==> config.mk <==
export PLATFORM = sky130hd
export DESIGN_NAME = tpu_host_sequencer_flat
export DESIGN_NICKNAME = d
export VERILOG_FILES = /design/src/rtl/tpu_host_sequencer_if.sv /design/src/rtl/tpu_host_sequencer.sv /design/src/flat_wrapper.sv
export SDC_FILE = /design/constraint.sdc
export NUM_CORES = 1
export LEC_CHECK = 0
export CAP_MARGIN = 10
export CORE_AREA = 3 3 90 92
export DETAILED_ROUTE_END_ITERATION = 8
export DIE_AREA = 0 0 93 95
export PLACE_DENSITY = 0.72
export SYNTH_ARGS = -nofsm -noshare
export SYNTH_HDL_FRONTEND = slang
export SYNTH_SLANG_ARGS = --single-unit
==> constraint.sdc <==
create_clock -name clk -period 5.7 [get_ports clk]
set_clock_uncertainty 0.1 [all_clocks]
set_input_delay 1.14 -clock clk [delete_from_list [all_inputs] [get_ports clk]]
set_output_delay 1.14 -clock clk [all_outputs]
set_load 0.01 [all_outputs]
==> src/rtl/tpu_host_sequencer_if.sv <==
// Host byte streams plus the matrix controller's load/readout port, as seen by tpu_host_sequencer.
interface tpu_host_sequencer_if;
    logic       s_valid;
    logic       s_ready;
    logic [7:0] s_data;
    logic       load_en;
    logic       load_sel_ab;
    logic [1:0] load_index;
    logic [7:0] load_data;
    logic       ctrl_done;
    logic       output_en;
    logic [1:0] output_sel;
    logic [7:0] ctrl_out_data;
    logic       m_valid;
    logic       m_ready;
    logic [7:0] m_data;
    logic       m_last;

    modport master (
        input  s_valid, s_data, ctrl_done, ctrl_out_data, m_ready,
        output s_ready, load_en, load_sel_ab, load_index, load_data,
               output_en, output_sel, m_valid, m_data, m_last
    );

    modport slave (
        output s_valid, s_data, ctrl_done, ctrl_out_data, m_ready,
        input  s_ready, load_en, load_sel_ab, load_index, load_data,
               output_en, output_sel, m_valid, m_data, m_last
    );
endinterface

==> src/rtl/tpu_host_sequencer.sv <==
// Host-side sequencer: streams one 8-byte job into the 2x2 matmul controller,
// waits for done, reads back the four results and streams them out.
module tpu_host_sequencer #(
    parameter int unsigned READ_DELAY   = 2,
    parameter int unsigned DONE_TIMEOUT = 16
) (
    input  logic                        clk,
    input  logic                        rst,
    tpu_host_sequencer_if.master        bus,
    output logic                        busy,
    output logic                        err
);
    typedef enum logic [2:0] {
        ST_IDLE      = 3'd0,
        ST_LOAD      = 3'd1,
        ST_WAIT_DONE = 3'd2,
        ST_DELAY     = 3'd3,
        ST_READ      = 3'd4,
        ST_SEND      = 3'd5
    } state_t;

    localparam logic [7:0] TIMEOUT_LAST = 8'(DONE_TIMEOUT - 1);
    localparam logic [7:0] DELAY_LAST   = 8'(READ_DELAY - 1);

    state_t     r_state;
    logic [2:0] r_k;
    logic [7:0] r_cnt;
    logic [1:0] r_i;
    logic [7:0] r_buf [4];
    logic       r_s_ready;
    logic       r_load_en;
    logic       r_load_sel_ab;
    logic [1:0] r_load_index;
    logic [7:0] r_load_data;
    logic       r_output_en;
    logic [1:0] r_output_sel;
    logic       r_m_valid;
    logic [7:0] r_m_data;
    logic       r_m_last;
    logic       r_err;
    logic       w_accept;

    assign w_accept         = bus.s_valid && r_s_ready;
    assign bus.s_ready      = r_s_ready;
    assign bus.load_en      = r_load_en;
    assign bus.load_sel_ab  = r_load_sel_ab;
    assign bus.load_index   = r_load_index;
    assign bus.load_data    = r_load_data;
    assign bus.output_en    = r_output_en;
    assign bus.output_sel   = r_output_sel;
    assign bus.m_valid      = r_m_valid;
    assign bus.m_data       = r_m_data;
    assign bus.m_last       = r_m_last;
    assign busy             = (r_state != ST_IDLE);
    assign err              = r_err;

    // Job sequencer: state, counters, result buffer and all registered outputs
    always_ff @(posedge clk or posedge rst) begin
        if (rst) begin
            r_state       <= ST_IDLE;
            r_k           <= 3'd0;
            r_cnt         <= 8'd0;
            r_i           <= 2'd0;
            for (int j = 0; j < 4; j++) r_buf[j] <= 8'd0;
            r_s_ready     <= 1'b0;
            r_load_en     <= 1'b0;
            r_load_sel_ab <= 1'b0;
            r_load_index  <= 2'd0;
            r_load_data   <= 8'd0;
            r_output_en   <= 1'b0;
            r_output_sel  <= 2'd0;
            r_m_valid     <= 1'b0;
            r_m_data      <= 8'd0;
            r_m_last      <= 1'b0;
            r_err         <= 1'b0;
        end else begin
            r_load_en <= 1'b0;
            r_err     <= 1'b0;
            case (r_state)
                ST_IDLE: begin
                    r_s_ready <= 1'b1;
                    if (w_accept) begin
                        r_load_en     <= 1'b1;
                        r_load_sel_ab <= r_k[2];
                        r_load_index  <= r_k[1:0];
                        r_load_data   <= bus.s_data;
                        r_k           <= r_k + 3'd1;
                        r_state       <= ST_LOAD;
                    end
                end
                ST_LOAD: begin
                    // s_ready already dropped: this is the 8th byte's load_en cycle
                    if (!r_s_ready) begin
                        r_state <= ST_WAIT_DONE;
                        r_cnt   <= 8'd0;
                    end else if (w_accept) begin
                        r_load_en     <= 1'b1;
                        r_load_sel_ab <= r_k[2];
                        r_load_index  <= r_k[1:0];
                        r_load_data   <= bus.s_data;
                        r_k           <= r_k + 3'd1;
                        if (r_k == 3'd7) r_s_ready <= 1'b0;
                    end
                end
                ST_WAIT_DONE: begin
                    // done wins over a timeout expiring in the same cycle
                    if (bus.ctrl_done) begin
                        r_state <= ST_DELAY;
                        r_cnt   <= 8'd0;
                    end else if (r_cnt == TIMEOUT_LAST) begin
                        r_err     <= 1'b1;
                        r_state   <= ST_IDLE;
                        r_s_ready <= 1'b1;
                    end else begin
                        r_cnt <= r_cnt + 8'd1;
                    end
                end
                ST_DELAY: begin
                    if (r_cnt == DELAY_LAST) begin
                        r_state      <= ST_READ;
                        r_output_en  <= 1'b1;
                        r_output_sel <= 2'd0;
                    end else begin
                        r_cnt <= r_cnt + 8'd1;
                    end
                end
                ST_READ: begin
                    r_buf[r_output_sel] <= bus.ctrl_out_data;
                    if (r_output_sel == 2'd3) begin
                        r_output_en  <= 1'b0;
                        r_output_sel <= 2'd0;
                        r_state      <= ST_SEND;
                        r_m_valid    <= 1'b1;
                        r_m_data     <= r_buf[0];
                        r_m_last     <= 1'b0;
                        r_i          <= 2'd0;
                    end else begin
                        r_output_sel <= r_output_sel + 2'd1;
                    end
                end
                ST_SEND: begin
                    if (bus.m_ready) begin
                        if (r_i == 2'd3) begin
                            r_m_valid <= 1'b0;
                            r_m_data  <= 8'd0;
                            r_m_last  <= 1'b0;
                            r_state   <= ST_IDLE;
                            r_s_ready <= 1'b1;
                        end else begin
                            r_i      <= r_i + 2'd1;
                            r_m_data <= r_buf[r_i + 2'd1];
                            r_m_last <= (r_i == 2'd2);
                        end
                    end
                end
                default: begin
                    r_state <= ST_IDLE;
                end
            endcase
        end
    end
endmodule

==> src/flat_wrapper.sv <==
// flat-port wrapper written by rule: the top's interface ports become plain ports
module tpu_host_sequencer_flat 
#(
    parameter int unsigned READ_DELAY   = 2,
    parameter int unsigned DONE_TIMEOUT = 16
)
  (clk, rst, busy, err, bus_s_valid, bus_s_data, bus_ctrl_done, bus_ctrl_out_data, bus_m_ready, bus_s_ready, bus_load_en, bus_load_sel_ab, bus_load_index, bus_load_data, bus_output_en, bus_output_sel, bus_m_valid, bus_m_data, bus_m_last);
  tpu_host_sequencer_if bus_i ();
  input  logic clk;
  input  logic rst;
  output logic busy;
  output logic err;
  input wire logic [$bits(bus_i.s_valid)-1:0] bus_s_valid;
  input wire logic [$bits(bus_i.s_data)-1:0] bus_s_data;
  input wire logic [$bits(bus_i.ctrl_done)-1:0] bus_ctrl_done;
  input wire logic [$bits(bus_i.ctrl_out_data)-1:0] bus_ctrl_out_data;
  input wire logic [$bits(bus_i.m_ready)-1:0] bus_m_ready;
  output wire logic [$bits(bus_i.s_ready)-1:0] bus_s_ready;
  output wire logic [$bits(bus_i.load_en)-1:0] bus_load_en;
  output wire logic [$bits(bus_i.load_sel_ab)-1:0] bus_load_sel_ab;
  output wire logic [$bits(bus_i.load_index)-1:0] bus_load_index;
  output wire logic [$bits(bus_i.load_data)-1:0] bus_load_data;
  output wire logic [$bits(bus_i.output_en)-1:0] bus_output_en;
  output wire logic [$bits(bus_i.output_sel)-1:0] bus_output_sel;
  output wire logic [$bits(bus_i.m_valid)-1:0] bus_m_valid;
  output wire logic [$bits(bus_i.m_data)-1:0] bus_m_data;
  output wire logic [$bits(bus_i.m_last)-1:0] bus_m_last;
  assign bus_i.s_valid = bus_s_valid;
  assign bus_i.s_data = bus_s_data;
  assign bus_i.ctrl_done = bus_ctrl_done;
  assign bus_i.ctrl_out_data = bus_ctrl_out_data;
  assign bus_i.m_ready = bus_m_ready;
  assign bus_s_ready = bus_i.s_ready;
  assign bus_load_en = bus_i.load_en;
  assign bus_load_sel_ab = bus_i.load_sel_ab;
  assign bus_load_index = bus_i.load_index;
  assign bus_load_data = bus_i.load_data;
  assign bus_output_en = bus_i.output_en;
  assign bus_output_sel = bus_i.output_sel;
  assign bus_m_valid = bus_i.m_valid;
  assign bus_m_data = bus_i.m_data;
  assign bus_m_last = bus_i.m_last;
  tpu_host_sequencer #(.READ_DELAY(READ_DELAY), .DONE_TIMEOUT(DONE_TIMEOUT)) u_core (.clk(clk), .rst(rst), .bus(bus_i), .busy(busy), .err(err));
endmodule
==> flow_metrics.env, run 1 <==
export IMPL_outcome="finished, final reports clean"
export IMPL_ctsHoldBuffers=0
export IMPL_p_leak_nw=1.86
export IMPL_clock_sinks=75
export IMPL_final_max_slew_viol_count=0
export IMPL_dieArea_um2=8840
export IMPL_path_class="flop to primary output"
export IMPL_timing_hold_ws_ns=0.394
export IMPL_grt_overflow_total=0
export IMPL_switching_power_uw=778
export IMPL_rows=31
export IMPL_crit_family="flip-flops"
export IMPL_clkPwrFrac_pct=20.3
export IMPL_antenna_found_initial=0
export IMPL_final_seq_area_um2=1880
export IMPL_htree_levels=3
export IMPL_slowest_stage="dfrtp_1"
export IMPL_crit_chain="nor2_1 > nand2_1 > clkdlybuf4s50_1"
export IMPL_die_y_um=95
export IMPL_clkLatencyLatePin_ns=0.35
export IMPL_placed_area_um2=4180
export IMPL_drtIter0Drc=139
export IMPL_path_clk_slew_ns=0.08
export IMPL_cp_start_kind="flop"
export IMPL_grt_max_degree=76
export IMPL_cts_made_buffers=9
export IMPL_hold_class="flop to flop"
export IMPL_dp_hpwl_um=4810
export IMPL_firstDrtPassIters=4
export IMPL_pwr_share_comb_pct=39.3
export IMPL_async_reset_ff_share_pct=100
export IMPL_viasPerCell=5.63
export IMPL_worst_setup_path_end_kind="primary output"
export IMPL_intPower_mw=1.55
export IMPL_drt_total_wl_um=7190
export IMPL_drc_errors=0
export IMPL_place_inst=423
export IMPL_required_ns=4.46
export IMPL_cts_resized=0
export IMPL_cts_setup_buffers=0
export IMPL_slew_headroom_pct=33.0
export IMPL_p_per_area_nw_per_um2=527
export IMPL_syn_area_um2=3620
export IMPL_synth_main_ff_cell="dfrtp_1"
export IMPL_ys_seq_area_share_pct=51.8
export IMPL_numPortBuffers=48
export IMPL_core_um2=7290
export IMPL_finalPower_mw=2.33
export IMPL_grt_use_met3_pct=2.47
export IMPL_period_share_pct=56.0
export IMPL_finalSetupViolCount=0
export IMPL_critical_path_arrival_ns=1.95
export IMPL_drive_gt1_share_pct=24.3
export IMPL_postSynthCellCount=291
export IMPL_syn_to_final_growth_pct=21.9
export IMPL_pre_cts_ws_ns=2.36
export IMPL_gp_congestion=0.766
export IMPL_busiest_layer="met2"
export IMPL_grt_pass1_vias=2392
export IMPL_final_cell_mix="dfrtp_1 (75), clkdlybuf4s50_1 (48), mux2_2 (46)"
export IMPL_grt_usage_pct=17.3
export IMPL_fin_util_pct=60.6
export IMPL_use_met2_pct=26.4
export IMPL_ant_nets=0
export IMPL_layout_commonest_cell="dfrtp_1"
export IMPL_ys_warn_count=0
export IMPL_design_area_um2=4420
export IMPL_io_pins=49
export IMPL_slowest_delay_ns=0.78
export IMPL_yosys_register_bits=75
export IMPL_crit_fanout=19
export IMPL_ir_worst_vdd_mv=0.215
export IMPL_num_nets_final=367
export IMPL_clk_path_buf_depth=2
export IMPL_stdcell_count=440
export IMPL_grt_pass1_wl_um=11800
export IMPL_worst_path_buf_inv=1
export IMPL_die_x_um=93
export IMPL_cts_tree="done"
export IMPL_synth_nets=322
export IMPL_root_buffer="clkbuf_8"
export IMPL_wl_per_cell_um=16.3
export IMPL_vias=2476
export IMPL_clock_fmax_mhz=313
export IMPL_synth_distinct_cells=50
export IMPL_nFillCells=629
export IMPL_n_antenna_cell=0
export IMPL_start_util_pct=49.7
export IMPL_maxCapViolCount=0
export IMPL_use_met1_pct=24.6
export IMPL_multi_input_area_um2=1650
export IMPL_rsz0062_at_grt="no"
export IMPL_sw_frac_of_total_pct=33.4
export IMPL_worst_slack_ns=2.51
export IMPL_finalHoldViolations=0
export IMPL_worstMarginPinSlew_ns=1.00
export IMPL_p_seq_share_pct=40.4
export IMPL_layout_min_cycle_time_ns=3.19
export IMPL_tns_ns=0
export IMPL_synth_edf_count=0
export IMPL_syn_area_per_cell_um2=12.5
==> Yosys cell counts, drive strengths merged (2+ instances only) <==
cell / instances / share of area, %
a2111oi: 2 / 0.83
a211o: 2 / 0.48
a211oi: 4 / 0.97
a21oi: 15 / 2.1
a22o: 2 / 0.48
a22oi: 8 / 1.7
and3: 4 / 0.73
and3b: 2 / 0.48
buf: 10 / 1.3
clkbuf: 6 / 0.62
dfrtp: 75 / 52
ha: 10 / 3.5
inv: 11 / 1.1
mux2: 46 / 14
mux2i: 5 / 1.4
mux4: 8 / 5.0
nand2: 12 / 1.2
nand2b: 6 / 1.0
nand3: 4 / 0.55
nand3b: 2 / 0.41
nor2: 19 / 2.0
nor4: 4 / 0.86
o21ai: 7 / 0.97
o21bai: 3 / 0.62
o2bb2ai: 3 / 0.73
o41ai: 2 / 0.48
or3b: 2 / 0.55
==> registers in the layout, summed over array words and instances, names as in the netlist <==
register                cells
u_core.bus.m_last           1
u_core.r_state              3
u_core.bus.load_en          1
u_core.bus.load_index       2
u_core.bus.m_data           8
u_core.r_k                  3
u_core.bus.output_sel       2
u_core.bus.m_valid          1
u_core.bus.output_en        1
u_core.bus.load_sel_ab      1
u_core.err                  1
u_core.r_cnt                8
u_core.r_buf               32
u_core.bus.s_ready          1
u_core.r_i                  2
u_core.bus.load_data        8
==> per-layer routing <==
| metal | part of all wire (%) | up-vias | wire, um |
|---|---|---|---|
| met4 | 1.6 | 0 | 115 |
| met5 | 0 | - | 0 |
| met3 | 3.3 | 10 | 240 |
| li1 | - | 1159 | - |
| met2 | 48 | 50 | 3490 |
| met1 | 47 | 1257 | 3350 |
==> path summary, 6_finish.rpt <==
| check | slack [ns] | startpoint | cells past startpoint | end |
|---|---|---|---|---|
| setup reg to reg | 2.96 | u_core.r_state[2]$_DFFE_PP0P_ | 5 | u_core.r_i[1]$_DFFE_PP0P_ |
| hold / removal | 0.39 | u_core.bus.output_en$_DFFE_PP0P_ | 1 | u_core.bus.output_en$_DFFE_PP0P_ |
| max in group asynchronous | 3.60 | rst | 3 | u_core.bus.m_data[2]$_DFFE_PP0P_ |
| hold reg to reg | 0.39 | u_core.bus.output_en$_DFFE_PP0P_ | 1 | u_core.bus.output_en$_DFFE_PP0P_ |
| min in group asynchronous | 1.30 | rst | 3 | u_core.r_buf[2]$_DFFE_PP0P_ |
| setup / recovery | 2.51 | u_core.r_state[2]$_DFFE_PP0P_ | 3 | busy |
==> cell families (layout without fill, tap and decap cells) <==
family	after synthesis	after routing	share of synthesized area (%)
fa+ha+maj	10	10	3.45
flops	75	75	51.8
simple gates	64	64	10.0
mux	59	59	20.6
compound gates	54	54	10.5
xor+xnor	2	2	0.484
buf+inv	27	77	3.04
==> power groups by stage <==
stage          Clock [mW]  Combinational [mW]  Sequential (mW)
2_1_floorplan           0               0.630            0.903
3_3_place_gp            0               0.900            0.942
3_5_place_dp            0               0.921            0.950
4_1_cts             0.483               0.927            0.942
5_1_grt             0.508                1.00            0.976
6_report            0.471               0.915            0.940
==> area by class of cell <==
class,count,area share [%]
Clock buffer,9,2.80
Tap cell,99,2.80
Inverter,11,0.935
Clock inverter,7,2.38
Sequential cell,75,42.5
Multi-Input combinational cell,189,37.4
Timing Repair Buffer,50,11.2
(Power assumes the default switching activity.)
==> run 2, diff against run 1 <==
- clock period: 5.7 -> 3 ns (I/O delays scaled with it)
==> run 2 against run 1 <==
Effect of this change: utilization increased by 1.0 points; cell count increased by 1.8%; clock-buffer cell count increased by 1; design area increased by 1.7%; via count increased by 1.5%; sequential power increased by 86%; critical endpoint unchanged.
==> flow_metrics.env, run 2 (synthesis gave the netlist of run 1 again) <==
export IMPL_cts_setup_buffers=0
export IMPL_finalPower_mw=4.49
export IMPL_p_per_area_nw_per_um2=1000
export IMPL_layout_commonest_cell="dfrtp_1"
export IMPL_start_util_pct=49.7
export IMPL_n_antenna_cell=0
export IMPL_reg2reg_slack_ns=0.61
export IMPL_clock_sinks=75
export IMPL_cp_start_kind="flop"
export IMPL_nFillCells=607
export IMPL_clk_path_buf_depth=2
export IMPL_core_um2=7290
export IMPL_ctsHoldBuffers=0
export IMPL_grt_usage_pct=18.1
export IMPL_multi_input_area_um2=1650
export IMPL_dp_hpwl_um=4960
export IMPL_ir_worst_vdd_mv=0.478
export IMPL_slew_headroom_pct=52.5
export IMPL_grt_max_degree=76
export IMPL_grt_pass1_wl_um=12400
export IMPL_root_buffer="clkbuf_8"
export IMPL_busiest_layer="met2"
export IMPL_cts_resized=0
export IMPL_hold_class="flop to flop"
export IMPL_layout_min_cycle_time_ns=2.66
export IMPL_critical_path_arrival_ns=1.96
export IMPL_timing_hold_ws_ns=0.408
export IMPL_vias=2513
export IMPL_final_seq_area_um2=1880
export IMPL_grt_pass1_vias=2401
export IMPL_grt_overflow_total=0
export IMPL_tns_ns=0
export IMPL_finalHoldViolations=0
export IMPL_slowest_delay_ns=0.81
export IMPL_regMostFlops="u_core.r_buf"
export IMPL_cts_made_buffers=9
export IMPL_drtIter0Drc=147
export IMPL_crit_chain="nor2_1 > nand2_1 > clkdlybuf4s50_1"
export IMPL_antenna_found_initial=0
export IMPL_use_met2_pct=26.6
export IMPL_grt_use_met3_pct=4.38
export IMPL_drc_errors=0
export IMPL_die_x_um=93
export IMPL_largest_reg_flops=32
export IMPL_p_leak_nw=1.90
export IMPL_finalSetupViolCount=0
export IMPL_clkLatencyLatePin_ns=0.35
export IMPL_drt_total_wl_um=7410
export IMPL_outcome="finished, final reports clean"
export IMPL_wl_per_cell_um=16.5
export IMPL_path_class="flop to primary output"
export IMPL_htree_levels=3
export IMPL_firstDrtPassIters=4
export IMPL_crit_fanout=19
export IMPL_cts_tree="done"
export IMPL_io_pins=49
export IMPL_slowest_stage="dfrtp_1"
export IMPL_rows=31
export IMPL_viasPerCell=5.61
export IMPL_numPortBuffers=48
export IMPL_use_met1_pct=26.5
export IMPL_ant_nets=0
export IMPL_path_clk_slew_ns=0.08
export IMPL_required_ns=2.30
export IMPL_worst_setup_path_end_kind="primary output"
export IMPL_worstMarginPinSlew_ns=0.712
export IMPL_gp_congestion=0.809
export IMPL_die_y_um=95
export IMPL_period_share_pct=88.8
export IMPL_drive_gt1_share_pct=26.1
export IMPL_final_cell_mix="dfrtp_1 (75), clkdlybuf4s50_1 (48), mux2_2 (46)"
export IMPL_final_max_slew_viol_count=0
export IMPL_num_nets_final=375
export IMPL_clock_fmax_mhz=375
export IMPL_maxCapViolCount=0
export IMPL_rsz0062_at_grt="no"
export IMPL_dieArea_um2=8840
export IMPL_syn_to_final_growth_pct=24.0
-- run 2: cell types whose count changed in the layout (fill, tap and decap cells not counted) --
cell	before	now
buf_12	0	1
buf_4	2	9
clkbuf_8	9	10
clkinv_4	0	1
inv_6	3	2
inv_8	1	0
-- run 2: where the power goes --
| part | total, mW | switching, mW | internal [mW] | leakage, nW |
|---|---|---|---|---|
| Clock | 0.889 | 0.390 | 0.498 | 0.113 |
| Sequential | 1.75 | 0.321 | 1.43 | 0.929 |
| Combinational | 1.85 | 0.783 | 1.07 | 0.861 |
-- run 2: through the flow --
stage	area [um2]	setup slack, ns	cells	utilization (%)
after floorplan	3620	0.390	291	-
after global placement	4260	0.384	432	58.4
after detailed placement	4260	0.310	432	58.4
after CTS	4490	0.339	448	61.6
after global routing	4490	0.229	448	61.6
final	4490	0.336	448	61.6
-- run 2: cell type report --
class | count | share of cell area (%)
clock inverter | 6 | 2.09
clock buffer | 10 | 3.06
sequential | 75 | 41.8
tap | 99 | 2.76
inverter | 11 | 0.919
multi-input combinational | 189 | 36.8
timing repair buffer | 58 | 12.6
-- run 2: critical path: cells and delay by family (launching register included) --
family / cells / cell delay (ns)
buffers and inverters: 1 / 0.54
and+or+nand+nor: 2 / 0.27
DFF: 1 / 0.81
-- run 2: worst paths after layout --
check | startpoint | to | cells past startpoint
max reg2reg | u_core.r_i[1]$_DFFE_PP0P_ | u_core.r_state[0]$_DFFE_PP0P_ | 5
min | u_core.bus.output_en$_DFFE_PP0P_ | u_core.bus.output_en$_DFFE_PP0P_ | 1
min reg2reg | u_core.bus.output_en$_DFFE_PP0P_ | u_core.bus.output_en$_DFFE_PP0P_ | 1
min in group asynchronous | rst | u_core.bus.s_ready$_DFFE_PP0P_ | 3
max | u_core.r_state[2]$_DFFE_PP0P_ | busy | 3
max in group asynchronous | rst | u_core.r_buf[3]$_DFFE_PP0P_ | 3
-- run 2: metal layers --
layer | up-vias | routed length [um]
li1 | 1179 | -
met2 | 47 | 3410
met4 | 0 | 94
met3 | 8 | 310
met5 | - | 0
met1 | 1279 | 3590
